<file path="src/rtl/hazard_pkg.sv">
// Shared encodings for the hazard/sequencing controller of the 5-stage pipeline.
package hazard_pkg;

  typedef enum logic [1:0] {
    StRun     = 2'd0,
    StMemWait = 2'd1,
    StErr     = 2'd2
  } state_e;

  localparam logic [1:0] FWD_NONE     = 2'b00;
  localparam logic [1:0] FWD_WB       = 2'b01;
  localparam logic [1:0] FWD_MEM      = 2'b10;
  localparam logic [1:0] RES_SRC_LOAD = 2'b01;

endpackage

</file>
<file path="src/rtl/hazard_sched_pipe_forward_sel.sv">
// E-stage operand forwarding select for one source register; the younger M result wins over W.
module forward_sel
  import hazard_pkg::*;
(
  input  logic [4:0] rs,
  input  logic [4:0] rd_m,
  input  logic [4:0] rd_w,
  input  logic       reg_write_m,
  input  logic       reg_write_w,
  output logic [1:0] sel
);

  always_comb begin
    sel = FWD_NONE;
    if (reg_write_m && (rd_m != 5'd0) && (rd_m == rs)) begin
      sel = FWD_MEM;
    end else if (reg_write_w && (rd_w != 5'd0) && (rd_w == rs)) begin
      sel = FWD_WB;
    end
  end

endmodule

</file>
<file path="src/rtl/hazard_sched_pipe.sv">
// Pipeline stall/flush/forward control with data-memory wait sequencing and timeout.
// Optional performance counters are enabled with the HAZARD_PERF_EN macro.
module hazard_sched_pipe
  import hazard_pkg::*;
#(
  parameter int unsigned TIMEOUT_CYCLES = 255,
  parameter int unsigned CNT_W          = 32
) (
  input  logic             clk,
  input  logic             rst,
  input  logic [4:0]       rs1_d,
  input  logic [4:0]       rs2_d,
  input  logic [4:0]       rs1_e,
  input  logic [4:0]       rs2_e,
  input  logic [4:0]       rd_e,
  input  logic [4:0]       rd_m,
  input  logic [4:0]       rd_w,
  input  logic [1:0]       res_src_e,
  input  logic             reg_write_m,
  input  logic             reg_write_w,
  input  logic             pc_src_e,
  input  logic             mem_access_m,
  input  logic             mem_ready,
  output logic             mem_req,
  output logic             stall_f,
  output logic             stall_d,
  output logic             stall_e,
  output logic             stall_m,
  output logic             flush_d,
  output logic             flush_e,
  output logic             flush_w,
  output logic [1:0]       forward_a_e,
  output logic [1:0]       forward_b_e,
  output logic             mem_err,
  output logic [CNT_W-1:0] stall_count,
  output logic [CNT_W-1:0] flush_count
);

  localparam logic [15:0] TimeoutCnt = 16'(TIMEOUT_CYCLES);

  state_e      state_q, state_d;
  logic [15:0] wait_cnt_q, wait_cnt_d;
  logic        mem_err_q, mem_err_d;
  logic        mem_stall;
  logic        load_use;
  logic [1:0]  fwd_a, fwd_b;

  forward_sel u_fwd_a (
    .rs          (rs1_e),
    .rd_m        (rd_m),
    .rd_w        (rd_w),
    .reg_write_m (reg_write_m),
    .reg_write_w (reg_write_w),
    .sel         (fwd_a)
  );

  forward_sel u_fwd_b (
    .rs          (rs2_e),
    .rd_m        (rd_m),
    .rd_w        (rd_w),
    .reg_write_m (reg_write_m),
    .reg_write_w (reg_write_w),
    .sel         (fwd_b)
  );

  always_ff @(posedge clk or negedge rst) begin
    if (!rst) begin
      state_q    <= StRun;
      wait_cnt_q <= 16'd0;
      mem_err_q  <= 1'b0;
    end else begin
      state_q    <= state_d;
      wait_cnt_q <= wait_cnt_d;
      mem_err_q  <= mem_err_d;
    end
  end

  always_comb begin
    state_d    = state_q;
    wait_cnt_d = wait_cnt_q;
    mem_err_d  = mem_err_q;
    unique case (state_q)
      StRun: begin
        if (mem_access_m && !mem_ready) begin
          state_d    = StMemWait;
          wait_cnt_d = 16'd1;
        end
      end
      StMemWait: begin
        if (mem_ready) begin
          state_d    = StRun;
          wait_cnt_d = 16'd0;
        end else if (wait_cnt_q == TimeoutCnt) begin
          state_d   = StErr;
          mem_err_d = 1'b1;
        end else begin
          wait_cnt_d = wait_cnt_q + 16'd1;
        end
      end
      StErr: mem_err_d = 1'b1;
      default: begin
        state_d   = StErr;
        mem_err_d = 1'b1;
      end
    endcase
  end

  assign load_use = (res_src_e == RES_SRC_LOAD) && (rd_e != 5'd0) &&
                    ((rd_e == rs1_d) || (rd_e == rs2_d));

  always_comb begin
    mem_req     = 1'b0;
    mem_stall   = 1'b0;
    stall_f     = 1'b0;
    stall_d     = 1'b0;
    stall_e     = 1'b0;
    stall_m     = 1'b0;
    flush_d     = 1'b0;
    flush_e     = 1'b0;
    flush_w     = 1'b0;
    forward_a_e = FWD_NONE;
    forward_b_e = FWD_NONE;

    unique case (state_q)
      StRun: begin
        mem_req   = mem_access_m;
        mem_stall = mem_access_m && !mem_ready;
      end
      StMemWait: begin
        mem_req   = mem_access_m;
        mem_stall = !mem_ready;
      end
      default: mem_stall = 1'b1;
    endcase

    if (!rst) begin
      // Outputs must reflect reset immediately, ahead of any clock edge.
      mem_req = 1'b0;
      flush_d = 1'b1;
      flush_e = 1'b1;
    end else begin
      forward_a_e = fwd_a;
      forward_b_e = fwd_b;
      if (mem_stall) begin
        stall_f = 1'b1;
        stall_d = 1'b1;
        stall_e = 1'b1;
        stall_m = 1'b1;
        flush_w = 1'b1;
      end else if (pc_src_e) begin
        // A taken branch squashes D, so any load-use against it is moot.
        flush_d = 1'b1;
        flush_e = 1'b1;
      end else if (load_use) begin
        stall_f = 1'b1;
        stall_d = 1'b1;
        flush_e = 1'b1;
      end
    end
  end

  assign mem_err = mem_err_q;

`ifdef HAZARD_PERF_EN
  logic [CNT_W-1:0] stall_cnt_q, flush_cnt_q;

  always_ff @(posedge clk or negedge rst) begin
    if (!rst) begin
      stall_cnt_q <= '0;
      flush_cnt_q <= '0;
    end else begin
      if (stall_f && (stall_cnt_q != '1)) stall_cnt_q <= stall_cnt_q + 1'b1;
      if (flush_e && (flush_cnt_q != '1)) flush_cnt_q <= flush_cnt_q + 1'b1;
    end
  end

  assign stall_count = stall_cnt_q;
  assign flush_count = flush_cnt_q;
`else
  assign stall_count = '0;
  assign flush_count = '0;
`endif

endmodule

</file>
<file path="config.mk">
export PLATFORM = sky130hd
export DESIGN_NAME = hazard_sched_pipe
export DESIGN_NICKNAME = d
export VERILOG_FILES = /design/src/rtl/hazard_pkg.sv /design/src/rtl/hazard_sched_pipe_forward_sel.sv /design/src/rtl/hazard_sched_pipe.sv
export SDC_FILE = /design/constraint.sdc
export NUM_CORES = 1
export LEC_CHECK = 0
export CAP_MARGIN = 30
export CORE_ASPECT_RATIO = 1.5
export CORE_MARGIN = 1
export CORE_UTILIZATION = 36
export CTS_BUF_LIST = sky130_fd_sc_hd__clkbuf_4
export CTS_CLUSTER_DIAMETER = 100
export DETAILED_ROUTE_END_ITERATION = 10
export PLACE_DENSITY = 0.8
export SETUP_SLACK_MARGIN = 0.15
export SYNTH_ARGS = -nofsm -noshare
export SYNTH_HDL_FRONTEND = slang
export SYNTH_HIERARCHICAL = 1
export SYNTH_SLANG_ARGS = --single-unit
</file>
<file path="constraint.sdc">
create_clock -name clk -period 1.7 [get_ports clk]
set_input_delay 0.255 -clock clk [delete_from_list [all_inputs] [get_ports clk]]
set_output_delay 0.255 -clock clk [all_outputs]
set_load 0.02 [all_outputs]
</file>
==> flow_metrics.py, run 1 <==
metrics = {
    "run_status": {
        "result_of_the_run": "finished with violations",
        "failed_checks": "setup timing",
    },
    "worst_setup_path": {
        "timing.critical_path.required_ns": 1.44,
        "cp_top_family": "compound AO/OA/AOI/OAI gates",
        "cpPeakStageDelay_ns": 0.41,
        "timing.critical_path.arrival_ns": 1.55,
        "critical-path-top-cell-by-count": "sky130_fd_sc_hd__o21ai_2",
        "cpMaxStageDelayCell": "sky130_fd_sc_hd__dfrtp_1",
        "regToRegSetupSlack_ns": -0.05,
        "critical_path.cell_chain": "nor2_2 > o21ai_2 > o21ai_2 > buf_4 > o21bai_4 > buf_6",
        "path_max_fanout": 3,
        "endpoint_kind": "output port",
        "worstSetupStartpointType": "flip-flop",
        "crit_type": "flip-flop to output port",
        "worst-path-buf-inv": 2,
    },
    "timing": {
        "final_period_minus_worst_setup_slack_ns": 1.80,
        "grt_setup_unrepaired": "yes",
        "share_of_the_cycle_needed_by_the_critical_path_after_routing_pct": 106,
        "fin_skew_ns": 0.0127,
        "max_freq_mhz": 555,
        "holdWs_ns": 0.111,
        "final-setup-viol-count": 16,
        "setup_total_negative_slack_ns": -0.652,
        "maxSlewViolCount": 0,
        "hold_viol": 0,
        "layout_setup_ws_ns": -0.103,
    },
    "routing": {
        "detail_route.vias_per_cell": 5.05,
        "detailroute.via_count": 2151,
        "drt_first_iter_violations": 104,
        "postRouteAntennaNets": 0,
        "drt_wl_total_um": 6260,
        "drt_drc_violations_left": 0,
        "wl_per_cell_um": 14.7,
        "drtPass1Iterations": 5,
    },
    "synth": {
        "synth.yosys.warnings": 6,
        "number_of_enable_type_register_cells_in_the_synthesized_netlist": 0,
        "synth-main-ff-cell": "sky130_fd_sc_hd__dfrtp_1",
        "async_reset_ff_share_pct": 100,
        "ys_seq_elements": 19,
        "syn_avg_cell_area_um2": 8.39,
        "ys_top_cells_by_count": "67 x sky130_fd_sc_hd__buf_4, 19 x sky130_fd_sc_hd__dfrtp_1, 16 x sky130_fd_sc_hd__nor2_1, 16 x sky130_fd_sc_hd__xor2_1, 12 x sky130_fd_sc_hd__inv_1",
        "postSynthCellCount": 252,
        "synth_top_cells_by_area": "sky130_fd_sc_hd__buf_4 24%, sky130_fd_sc_hd__dfrtp_1 22%, sky130_fd_sc_hd__xor2_1 6.6%, sky130_fd_sc_hd__xnor2_1 4.1%, sky130_fd_sc_hd__nor2_1 2.8%",
        "synth.most_common_cell": "sky130_fd_sc_hd__buf_4",
        "netlist_area_before_placement_um2": 2110,
        "yosysTopAreaCell": "sky130_fd_sc_hd__buf_4",
        "yosysUniqueCellTypes": 50,
        "synth_top_cell_area_share_pct": 23.8,
        "synth_seq_area_share_pct": 22.5,
    },
    "global_route": {
        "grt_pass1_wl_um": 8980,
        "grt_start_max_net_pins": 14,
        "grt_pass1_vias": 2016,
        "grt.busiest_layer": "met2",
        "globalRouteOverflowTotal": 0,
        "groute.layer.met1.usage_pct": 16.2,
        "grt.met2_usage_pct": 40.4,
        "grt_use_total_pct": 18.8,
        "grt.met3_usage_pct": 2.37,
        "grt_antenna_before_repair": 0,
    },
    "die": {
        "start_util_pct": 37.9,
        "fp.dieW_um": 64.6,
        "boundaryPins": 121,
        "core_area_um2": 5570,
        "floorplan.die_area_um2": 6190,
        "core.rowCount": 33,
        "dieHeight_um": 95.9,
    },
    "cts": {
        "htree_num_levels": 1,
        "tritoncts": "built",
        "tritoncts.num_buffers": 3,
        "clock_tree.buffer_depth": 2,
        "clock-sinks": 19,
        "cts_root_buffer": "sky130_fd_sc_hd__clkbuf_4",
        "path_clk_slew_ns": 0.12,
        "clock_latency_ns": 0.30,
    },
    "power": {
        "maximum_resistive_drop_on_vdd_mv": 0.265,
        "leakagePower_nw": 1.48,
        "power-per-cell-area_nw_per_um2": 370,
    },
    "placed_design": {
        "place.gp.congestion": 0.804,
        "placedInstanceArea_um2": 2770,
        "placement.io_buffers": 56,
        "post-dp-hpwl_um": 4130,
    },
    "hold_path": {
        "worstHoldPathType": "input pin to asynchronous set/reset pin",
    },
    "cells_and_area": {
        "nets": 402,
        "diodes_inserted": 0,
        "drive_gt1_share_pct": 43.0,
        "fin_area_um2": 3200,
        "area_growth_syn_to_layout_pct": 51.5,
    },
    "run": {
        "max_cap_viol_count": 0,
    },
}
[state kept, by name, summed over array words and instances, names as in the netlist]
signal and flops:
mem_err 1, wait_cnt_q 16, state_q 2
[through the flow]
stage                     util, %  setup WS (ns)  power [mW]  cells
after floorplan                 -        -0.0557       0.806    315
after global routing         57.5         -0.181        1.24    426
after detailed placement     49.7         -0.802       0.898    406
final                        57.5         -0.103        1.19    426
after CTS                    54.0         -0.110        1.16    417
after global placement       49.7         -0.728       0.890    406
[worst paths after layout]
check                               from             end  cells past startpoint
max                           state_q[0]         flush_e                      6
min                                  rst         mem_err                      2
max reg2reg                wait_cnt_q[8]  wait_cnt_q[15]                      5
min reg2reg                      mem_err         mem_err                      1
max in group asynchronous            rst   wait_cnt_q[7]                      3
min in group clk                 mem_err         mem_err                      1
[metal layers]
metal  vias to the layer above  share of wire [%]
met5                         -                  0
met1                      1009                 32
met2                       143                 58
li1                        975                  -
met4                         0                3.5
met3                        24                6.7
[cells by family after synthesis]
group / synth area share [%]
buffers and inverters: 27.0
AND/OR/NAND/NOR: 19.3
AO/OA/AOI/OAI: 19.1
XOR/XNOR: 10.8
flip-flops: 22.5
adder cells (fa/ha/maj): 0.592
other: 0.177
multiplexers: 0.473
[cell usage in the layout (no fill, tap or decap), types with 4 or more instances in the layout]
| cell | instances |
|---|---|
| sky130_fd_sc_hd__inv_1 | 11 |
| sky130_fd_sc_hd__o21ai_2 | 5 |
| sky130_fd_sc_hd__nor2_1 | 14 |
| sky130_fd_sc_hd__nand4_1 | 4 |
| sky130_fd_sc_hd__xnor2_1 | 4 |
| sky130_fd_sc_hd__xor2_1 | 16 |
| sky130_fd_sc_hd__conb_1 | 64 |
| sky130_fd_sc_hd__nand3_1 | 6 |
| sky130_fd_sc_hd__clkbuf_4 | 4 |
| sky130_fd_sc_hd__clkdlybuf4s50_1 | 6 |
| sky130_fd_sc_hd__buf_2 | 13 |
| sky130_fd_sc_hd__nor3_2 | 5 |
| sky130_fd_sc_hd__dlygate4sd2_1 | 15 |
| sky130_fd_sc_hd__xnor2_2 | 6 |
| sky130_fd_sc_hd__nand2_1 | 8 |
| sky130_fd_sc_hd__buf_6 | 20 |
| sky130_fd_sc_hd__buf_4 | 42 |
| sky130_fd_sc_hd__o211ai_2 | 4 |
| sky130_fd_sc_hd__dfrtp_1 | 17 |
| sky130_fd_sc_hd__nor3_1 | 8 |
[power by group]
group	internal (mW)	leakage, nW	total [mW]	switching, mW
clock network	0.107	0.0184	0.257	0.150
logic	0.186	1.21	0.475	0.289
registers	0.453	0.251	0.454	0.00147
[layout make-up]
cell class | count | area [um^2]
fillers | 494 | 2370
multi-input cells | 215 | 1650
repair buffers | 106 | 908
flip-flops and latches | 19 | 478
well taps | 70 | 87.6
inverters | 12 | 47.5
clock buffers | 4 | 30.0
[repair_timing]
item	4_1_cts	5_1_grt
pin swaps	42	31
cloned	2	0
setup buffers	5	9
setup endpoints to repair	31	31
gates resized for setup	215	33
hold buffers	0	0
Power figures use the tool's default switching activity.
==> run 2, diff against run 1 <==
CAP_MARGIN = 5   (was 30)
CORE_UTILIZATION = 40   (was 36)
PLACE_DENSITY = 0.84   (was 0.8)
clock period = 1.8 ns   (was 1.7 ns; I/O delays follow)
==> run 2 against run 1 <==
Against the previous run: the run still ends with setup timing left; die area fell by 9.7%; hold slack gained 0.087 ns; clock skew fell by 0.0075 ns; wire length shrank 3.8%; final cell count decreased by 4.0%; register-to-register slack gained 0.12 ns; cell area is 5.3% lower; global-route usage is 0.16 points higher; sequential power is 5.5% lower; via count is 4.1% lower; setup slack better by 0.042 ns; critical path type unchanged.
==> flow_metrics.py, run 2 (synthesis results as in run 1) <==
metrics = {
    "die": {
        "dieHeight_um": 91.1,
        "boundaryPins": 121,
        "start_util_pct": 41.3,
        "core.rowCount": 32,
        "fp.dieW_um": 61.4,
        "floorplan.die_area_um2": 5590,
        "core_area_um2": 5120,
    },
    "cts": {
        "clock-sinks": 19,
        "htree_num_levels": 1,
        "tritoncts.num_buffers": 3,
        "cts_root_buffer": "sky130_fd_sc_hd__clkbuf_4",
        "tritoncts": "built",
        "clock_tree.buffer_depth": 2,
        "clock_latency_ns": 0.31,
        "path_clk_slew_ns": 0.12,
    },
    "global_route": {
        "grt_pass1_vias": 1903,
        "grt_start_max_net_pins": 14,
        "grt_use_total_pct": 18.9,
        "grt_pass1_wl_um": 8110,
        "grt_antenna_before_repair": 0,
        "globalRouteOverflowTotal": 0,
    },
    "worst_setup_path": {
        "path_max_fanout": 3,
        "endpoint_kind": "output port",
        "cpMaxStageDelayCell": "sky130_fd_sc_hd__dfrtp_1",
        "critical_path.cell_chain": "nor2_2 > o21ai_1 > buf_4 > o21ai_4 > buf_6 > o21bai_4 > buf_6",
        "rr_endpoint": "wait_cnt_q[5]",
        "cp_top_family": "flip-flops",
        "reg2reg_from": "wait_cnt_q[9]",
        "worst-path-buf-inv": 3,
        "cpPeakStageDelay_ns": 0.41,
        "cp-endpoint": "flush_e",
        "worstSetupStartpointType": "flip-flop",
        "critical-path-top-cell-by-count": "sky130_fd_sc_hd__buf_6",
        "cp-startpoint": "state_q[0]",
        "timing.critical_path.arrival_ns": 1.59,
        "crit_type": "flip-flop to output port",
        "regToRegSetupSlack_ns": 0.07,
        "cp.depth": 7,
        "worst_r2r_path_depth": 5,
        "timing.critical_path.required_ns": 1.53,
    },
    "timing": {
        "final_period_minus_worst_setup_slack_ns": 1.86,
        "grt_setup_unrepaired": "yes",
        "fin_skew_ns": 0.00512,
        "holdWs_ns": 0.198,
        "layout_setup_ws_ns": -0.0614,
        "max_freq_mhz": 537,
        "final-setup-viol-count": 6,
        "maxSlewViolCount": 0,
        "hold_viol": 0,
        "share_of_the_cycle_needed_by_the_critical_path_after_routing_pct": 103,
    },
    "cells_and_area": {
        "drive_gt1_share_pct": 38.7,
        "fin_area_um2": 3040,
        "final_cell_mix": "64 x sky130_fd_sc_hd__conb_1, 33 x sky130_fd_sc_hd__buf_4, 17 x sky130_fd_sc_hd__dfrtp_1",
        "layout_commonest_cell": "sky130_fd_sc_hd__conb_1",
        "final_cell_count_no_fill": 409,
        "diodes_inserted": 0,
        "area_growth_syn_to_layout_pct": 43.6,
        "finish.utilization_pct": 59.2,
        "max_flop_register": "wait_cnt_q",
        "largest_register_ffs": 16,
        "nets": 387,
    },
    "placed_design": {
        "place.gp.congestion": 0.833,
        "placedInstanceArea_um2": 2720,
        "post-dp-hpwl_um": 4140,
        "placed_cells_incl_taps": 398,
        "placement.io_buffers": 56,
    },
    "power": {
        "maximum_resistive_drop_on_vdd_mv": 0.258,
        "leakagePower_nw": 1.36,
        "power-per-cell-area_nw_per_um2": 360,
        "power_mw": 1.09,
    },
    "routing": {
        "postRouteAntennaNets": 0,
        "drt_wl_total_um": 6020,
        "drt_first_iter_violations": 79,
        "drtPass1Iterations": 4,
        "wl_per_cell_um": 14.7,
        "drt_drc_violations_left": 0,
        "detail_route.vias_per_cell": 5.04,
        "detailroute.via_count": 2062,
    },
    "run_status": {
        "result_of_the_run": "finished with violations",
        "failed_checks": "setup timing",
    },
    "run": {
        "max_cap_viol_count": 0,
    },
    "hold_path": {
        "worstHoldPathType": "input pin to asynchronous set/reset pin",
    },
}
[run 2: worst register-to-register path, stage by stage (launching register included)]
cell and delay, ns:
sky130_fd_sc_hd__dfrtp_1 0.45, sky130_fd_sc_hd__nor4_2 0.33, sky130_fd_sc_hd__nand4_1 0.20, sky130_fd_sc_hd__buf_4 0.20, sky130_fd_sc_hd__o31a_4 0.34, sky130_fd_sc_hd__o211ai_2 0.15
[run 2: report_power, final]
part           leakage, nW  internal (mW)  switching, mW
Combinational         1.09          0.161          0.271
Sequential           0.251          0.428       0.000923
Clock               0.0177         0.0829          0.148
[run 2: cell type report]
cell class,instances,area [um^2]
Clock inverter,1,5.00
Clock buffer,3,22.5
Multi-Input combinational cell,215,1650
Sequential cell,19,478
Timing Repair Buffer,91,746
Tap cell,68,85.1
Inverter,12,48.8
Fill cell,459,2090
[run 2: worst min path at each step]
stage	startpoint	to	slack (ns)	cells past startpoint
6_report	rst	mem_err	0.20	2
5_1_grt	rst	state_q[1]	0.19	2
4_1_cts	rst	state_q[1]	0.18	2
3_5_place_dp	mem_err	mem_err	0.46	1
3_3_place_gp	mem_err	mem_err	0.46	1
2_1_floorplan	rst	mem_err	-0.03	0
[run 2: timing repair]
item	4_1_cts	5_1_grt
pin swaps	31	36
gates cloned	1	1
buffers inserted	3	2
endpoints found under the setup margin	29	30
resized for setup	157	58
hold buffers	0	0
[run 2: per-stage QoR]
| step | setup slack (ns) | setup TNS, ns |
|---|---|---|
| after CTS | -0.0781 | -0.122 |
| after global routing | -0.144 | -0.755 |
| after floorplan | 0.0440 | 0 |
| after detailed placement | -0.743 | -9.70 |
| final | -0.0614 | -0.119 |
| after global placement | -0.711 | -8.62 |
[run 2: metal layers]
metal | vias up | GRT usage (%) | part of all wire, %
li1 | 943 | - | -
met1 | 975 | 17.0 | 31
met2 | 125 | 38.0 | 60
met3 | 19 | 3.28 | 7.0
met4 | 0 | 7.41 | 2.7
met5 | - | 0 | 0
==> run 3, diff against run 2 <==
CTS_CLUSTER_DIAMETER = 200   (was 100)
==> results of run 3 <==
The final DEF is identical to that of run 2; final timing and power are the same.
